===== config.mk =====
export PLATFORM = sky130hd
export DESIGN_NAME = ex_mem_register
export DESIGN_NICKNAME = d
export VERILOG_FILES = /design/src/rtl/ex_mem_register.sv
export SDC_FILE = /design/constraint.sdc
export NUM_CORES = 1
export LEC_CHECK = 0
export ABC_CLOCK_PERIOD_IN_PS = 1400
export BUFFER_PORTS_ARGS = -buffer_cell sky130_fd_sc_hd__buf_2
export CORE_AREA = 2 2 110 112
export CTS_BUF_LIST = sky130_fd_sc_hd__clkbuf_8
export CTS_CLUSTER_SIZE = 12
export DETAILED_ROUTE_END_ITERATION = 10
export DIE_AREA = 0 0 112 114
export GPL_TIMING_DRIVEN = 0
export MAX_ROUTING_LAYER = met4
export PLACE_DENSITY = 0.78
export SLEW_MARGIN = 40
export SYNTH_ARGS = -nofsm -noshare
export SYNTH_HDL_FRONTEND = slang
export SYNTH_SLANG_ARGS = --single-unit

===== constraint.sdc =====
create_clock -name clk -period 1.4 [get_ports clk]
set_clock_uncertainty 0.05 [all_clocks]
set_input_delay 0.07 -clock clk [delete_from_list [all_inputs] [get_ports clk]]
set_output_delay 0.07 -clock clk [all_outputs]
set_load 0.03 [all_outputs]

===== src/rtl/ex_mem_register.sv =====
// EX/MEM pipeline register: captures execute-stage results and controls for memory_stage.
// Optional misaligned-access check enabled by defining MEM_MISALIGN_CHECK_EN.
module ex_mem_register #(
  parameter int unsigned          DATA_WIDTH     = 32,
  parameter int unsigned          REG_ADDR_WIDTH = 5,
  parameter logic [DATA_WIDTH-1:0] NOP_INSTR     = DATA_WIDTH'(32'h0000_0013)
) (
  input  logic                      clk,
  input  logic                      rst,
  input  logic                      EX_stall_i,
  input  logic                      EX_flush_i,
  input  logic                      EX_valid_i,
  input  logic                      EX_RegWrite_i,
  input  logic                      EX_MemWrite_i,
  input  logic                      EX_MemRead_i,
  input  logic                      EX_MemToReg_i,
  input  logic [DATA_WIDTH-1:0]     EX_instruction_i,
  input  logic [DATA_WIDTH-1:0]     EX_alu_result_i,
  input  logic [DATA_WIDTH-1:0]     EX_wr_data_i,
  input  logic [REG_ADDR_WIDTH-1:0] EX_rd_i,
  input  logic [DATA_WIDTH-1:0]     EX_pc_plus4_i,
  output logic                      MEM_valid_o,
  output logic                      MEM_RegWrite_o,
  output logic                      MEM_MemWrite_o,
  output logic                      MEM_MemRead_o,
  output logic                      MEM_MemToReg_o,
  output logic [DATA_WIDTH-1:0]     MEM_instruction_o,
  output logic [DATA_WIDTH-1:0]     MEM_rd_addr_o,
  output logic [DATA_WIDTH-1:0]     MEM_wr_data_o,
  output logic [REG_ADDR_WIDTH-1:0] MEM_rd_o,
  output logic [DATA_WIDTH-1:0]     MEM_pc_plus4_o,
  output logic                      MEM_misalign_o
);

  logic misalign_c;
  logic allow_c;

`ifdef MEM_MISALIGN_CHECK_EN
  // Access-size alignment from funct3[1:0]; only real memory ops are checked
  always_comb begin
    misalign_c = 1'b0;
    if (EX_valid_i && (EX_MemRead_i || EX_MemWrite_i)) begin
      case (EX_instruction_i[13:12])
        2'b00:   misalign_c = 1'b0;
        2'b01:   misalign_c = EX_alu_result_i[0];
        2'b10:   misalign_c = |EX_alu_result_i[1:0];
        default: misalign_c = 1'b1;
      endcase
    end
  end
`else
  assign misalign_c = 1'b0;
`endif

  // Side-effecting controls survive only for valid, aligned instructions
  assign allow_c = EX_valid_i && !misalign_c;

  always_ff @(posedge clk) begin
    if (rst || EX_flush_i) begin
      MEM_valid_o       <= 1'b0;
      MEM_RegWrite_o    <= 1'b0;
      MEM_MemWrite_o    <= 1'b0;
      MEM_MemRead_o     <= 1'b0;
      MEM_MemToReg_o    <= 1'b0;
      MEM_instruction_o <= NOP_INSTR;
      MEM_rd_addr_o     <= '0;
      MEM_wr_data_o     <= '0;
      MEM_rd_o          <= '0;
      MEM_pc_plus4_o    <= '0;
      MEM_misalign_o    <= 1'b0;
    end else if (!EX_stall_i) begin
      MEM_valid_o       <= EX_valid_i;
      MEM_RegWrite_o    <= EX_RegWrite_i && allow_c;
      MEM_MemWrite_o    <= EX_MemWrite_i && allow_c;
      MEM_MemRead_o     <= EX_MemRead_i && allow_c;
      MEM_MemToReg_o    <= EX_MemToReg_i;
      MEM_instruction_o <= EX_instruction_i;
      MEM_rd_addr_o     <= EX_alu_result_i;
      MEM_wr_data_o     <= EX_wr_data_i;
      MEM_rd_o          <= EX_rd_i;
      MEM_pc_plus4_o    <= EX_pc_plus4_i;
      MEM_misalign_o    <= misalign_c;
    end
  end

endmodule


Word level (Yosys, flattened, before mapping). Index checks and enable logic that the tools add are counted. Widths: inputs -> output; s select.

Bits in registers: 138. Input bits: 142. Output and inout bits: 139. Word-level logic and storage cells: 14.

Reduce and logical (&&, ||, !) cells: 4.

Operator list (number): $logic_and 1x1->1 (3); $logic_or 1x1->1 (1).

Logic depth before layout (Yosys ltp).
Word-level depth: 1. Depth in mapped cells: 5. Depth with buffers taken out: 2.

Least setup slack after synthesis. OpenSTA, ideal clock, no wires.

Path type: input to register. Start point: input port EX_stall_i. End point: register MEM_pc_plus4_o[27]. Setup time: 0.128 ns. Buffers on the path: 3. Slack: 0.473 ns. Arrival time: 0.749 ns. Stages: 5. Data required time: 1.222 ns. Cells stage by stage: buf_2 -> buf_4 -> buf_4 -> mux2i_1 -> nor2_1.

RTL lines: start, declared (RTL line 10) `input logic EX_stall_i,`; end signal, assigned (RTL line 81) `MEM_pc_plus4_o <= EX_pc_plus4_i;`; end, declared (RTL line 31) `output logic [DATA_WIDTH-1:0] MEM_pc_plus4_o,`.

Worst setup path after layout.
Start point: input port rst. End point: register MEM_instruction_o[22].

Word-level cells in the longest chain between the ends: 1.

RTL lines: start, declared (RTL line 9) `input logic rst,`; $logic_or 1x1->1 (RTL line 59) `if (rst || EX_flush_i) begin`; end signal, assigned (RTL line 77) `MEM_instruction_o <= EX_instruction_i;`; end, declared (RTL line 27) `output logic [DATA_WIDTH-1:0] MEM_instruction_o,`.

Every way passes these cells. A chain may end at the register's enable or synchronous reset.

==> results.sh <==
export IMPL_timing_rr_start="MEM_instruction_o[0]"
export IMPL_rows=40
export IMPL_hpwl_um=9910
export IMPL_dp_slack_ps=209
export IMPL_synthesis_area_mm2=0.00490
export IMPL_coreArea_mm2=0.0117
export IMPL_totalWireLength_um=16500
export IMPL_wl_per_cell_um=15.6
export IMPL_timing_hold_ws_ps=153
export IMPL_nNetsFinal=1035
export IMPL_pin_count=281
export IMPL_yosysTopAreaCell="dfxtp_1"
export IMPL_grt_ovfl_total=0
export IMPL_yosysWarnings=0
export IMPL_r2r_end="MEM_instruction_o[0]"
export IMPL_outcome="complete, no violations"
export IMPL_die_w_um=112
export IMPL_via_per_inst=4.71
export IMPL_drive_above_1_share_pct=36.9
export IMPL_cp_end_kind="flip-flop"
export IMPL_fin_crit_sh_pct=89.4
export IMPL_max_clock_freq_mhz=799
export IMPL_async_flop_share_pct=0
export IMPL_hold_depth=4
export IMPL_drv_cap=0
export IMPL_cts_tree="built"
export IMPL_floorplan_initialDensity_pct=41.9
export IMPL_yosysMostFrequentCell="dfxtp_1"
export IMPL_grt_use_total_pct=26.4
export IMPL_design_die_area_mm2=0.0128
export IMPL_grt_pass1_vias=5360
export IMPL_cts_root_buf="clkbuf_8"
export IMPL_gp_congestion=0.802
export IMPL_yosys_register_bits=138
export IMPL_grt_pass1_wl_um=25900
export IMPL_cts_resized_gates=0
export IMPL_worstSetupPathType="input port to flip-flop"
export IMPL_drt_iter0_markers=229
export IMPL_hold_viol=0
export IMPL_crit_end="MEM_instruction_o[22]"
export IMPL_synth_area_top_cells="dfxtp_1 (56%), mux2i_1 (28%), nor2_1 (10%)"
export IMPL_slew_violations=0
export IMPL_synth_flop_cell="dfxtp_1"
export IMPL_avgSynthCellArea_um2=10.9
export IMPL_stdcell_count=1053
export IMPL_seq_area_frac_synth_pct=56.3
export IMPL_p_per_area_mw_per_mm2=1120
export IMPL_critical_path_required_ps=1720
export IMPL_start_kind="input port"
export IMPL_clkSinkCount=138
export IMPL_die_h_um=114
export IMPL_drc=0
export IMPL_rrSetupSlack_ps=150
export IMPL_setup_viol=0
export IMPL_setup_slack_ps=149
export IMPL_insertion_delay_ps=440
export IMPL_yosys_area_top_type_share_pct=56.3
export IMPL_synth_distinct_cells=12
export IMPL_irDropWorstVdd_mv=0.843
export IMPL_via_count=4958
export IMPL_synth_edf_count=0
export IMPL_h_tree_depth=4
export IMPL_hold_class="input port to flip-flop"
export IMPL_numPortBuffers=278
export IMPL_clk_path_buf_depth=2
export IMPL_period_needed_ps=1250
export IMPL_cts_buffers=17
export IMPL_synth_fp_nets=594
export IMPL_diodes=0
export IMPL_timing_critical_path_from="rst"
export IMPL_critPathMaxFanout=10
export IMPL_reg2reg_depth=3
export IMPL_first_pass_iters=4
export IMPL_netlist_top_cells_count="dfxtp_1 (138), mux2i_1 (135), nor2_1 (133), buf_4 (11), clkbuf_1 (8)"
export IMPL_antenna_found_initial=0
export IMPL_rsz0062_at_grt="false"
export IMPL_critPathArrivalTime_ps=1570
export IMPL_netlist_instances=452
export IMPL_clk_pin_slew_ps=70
export IMPL_place_inst=877
export IMPL_ant_nets=0
export IMPL_area_growth_pct=71.3
export IMPL_final_setup_tns_ps=0
export IMPL_grt_max_degree=17
export IMPL_p_leak_nw=4.35
[power by group]
part / internal, mW / switching [mW]
clock: 2.31 / 1.51
sequential: 4.05 / 0.0712
combinational: 0.726 / 0.739
total: 7.09 / 2.32
[kinds of logic (layout without fill, tap and decap cells)]
group | after synthesis | count (layout) | share of synthesized area (%)
other cells | 1 | 1 | 0.0765
buf+inv | 32 | 486 | 4.52
flops | 138 | 138 | 56.3
mux | 135 | 135 | 27.6
simple gates | 143 | 143 | 11.2
compound gates | 3 | 3 | 0.306
[worst max-delay path, stage by stage]
cell           delay (ps)
dlygate4sd3_1         540
buf_2                 130
or2_1                 220
buf_6                 150
buf_6                 150
buf_6                 140
nor2_1                160
[routing by layer]
layer  part of all wire [%]  vias to the layer above  GRT usage (%)  routed length [um]
li1                       -                     2374              -                   -
met1                     38                     2321           27.1                6300
met2                     53                      215           47.5                8680
met3                    5.7                       48           6.43                 940
met4                    3.4                        0           13.1                 558
met5                      0                        -              -                   0
[area by class of cell]
type | instances | area (um2)
Timing Repair Buffer | 422 | 2830
Clock buffer | 21 | 289
Buffer | 32 | 221
Clock inverter | 11 | 189
Multi-Input combinational cell | 282 | 1920
Sequential cell | 138 | 2760
Tap cell | 147 | 184
Fill cell | 787 | 3310
[state kept, by name, indices dropped and copies added, names as in the netlist]
| register | count |
|---|---|
| MEM_MemToReg_o | 1 |
| MEM_valid_o | 1 |
| MEM_MemRead_o | 1 |
| MEM_instruction_o | 32 |
| MEM_pc_plus4_o | 32 |
| MEM_wr_data_o | 32 |
| MEM_rd_o | 5 |
| MEM_rd_addr_o | 32 |
| MEM_MemWrite_o | 1 |
| MEM_RegWrite_o | 1 |
[worst min path at each step]
stage	startpoint	end	slack, ps
6_report	EX_stall_i	MEM_MemRead_o	150
5_1_grt	EX_stall_i	MEM_MemWrite_o	170
4_1_cts	EX_stall_i	MEM_MemRead_o	110
3_5_place_dp	rst	MEM_instruction_o[1]	240
3_3_place_gp	rst	MEM_instruction_o[1]	230
2_1_floorplan	rst	MEM_instruction_o[0]	130
[cell usage in the layout, fill, tap and decap left out]
master,instances
nand3b_1,3
mux2i_1,135
a21oi_1,3
clkinvlp_4,2
buf_4,11
clkbuf_8,21
dfxtp_1,138
dlygate4sd3_1,144
inv_6,1
nor2_1,133
or2_1,1
nand2_1,6
bufinv_16,5
clkinv_2,3
buf_6,7
conb_1,1
clkbuf_1,8
buf_2,284
[metrics by stage]
| stage | power, mW | util, % | cell area (um2) |
|---|---|---|---|
| after global routing | 9.72 | 71.7 | 8400 |
| after CTS | 9.39 | 71.7 | 8400 |
| after detailed placement | 5.32 | 55.3 | 6480 |
| after floorplan | 4.90 | - | 4900 |
| final | 9.41 | 71.7 | 8400 |
| after global placement | 5.28 | 55.3 | 6480 |
[what timing repair did]
item                      CTS  global route
buffers inserted            0             0
hold buffers              144             0
hold endpoints to repair  138             0
Power figures use the tool's default switching activity.
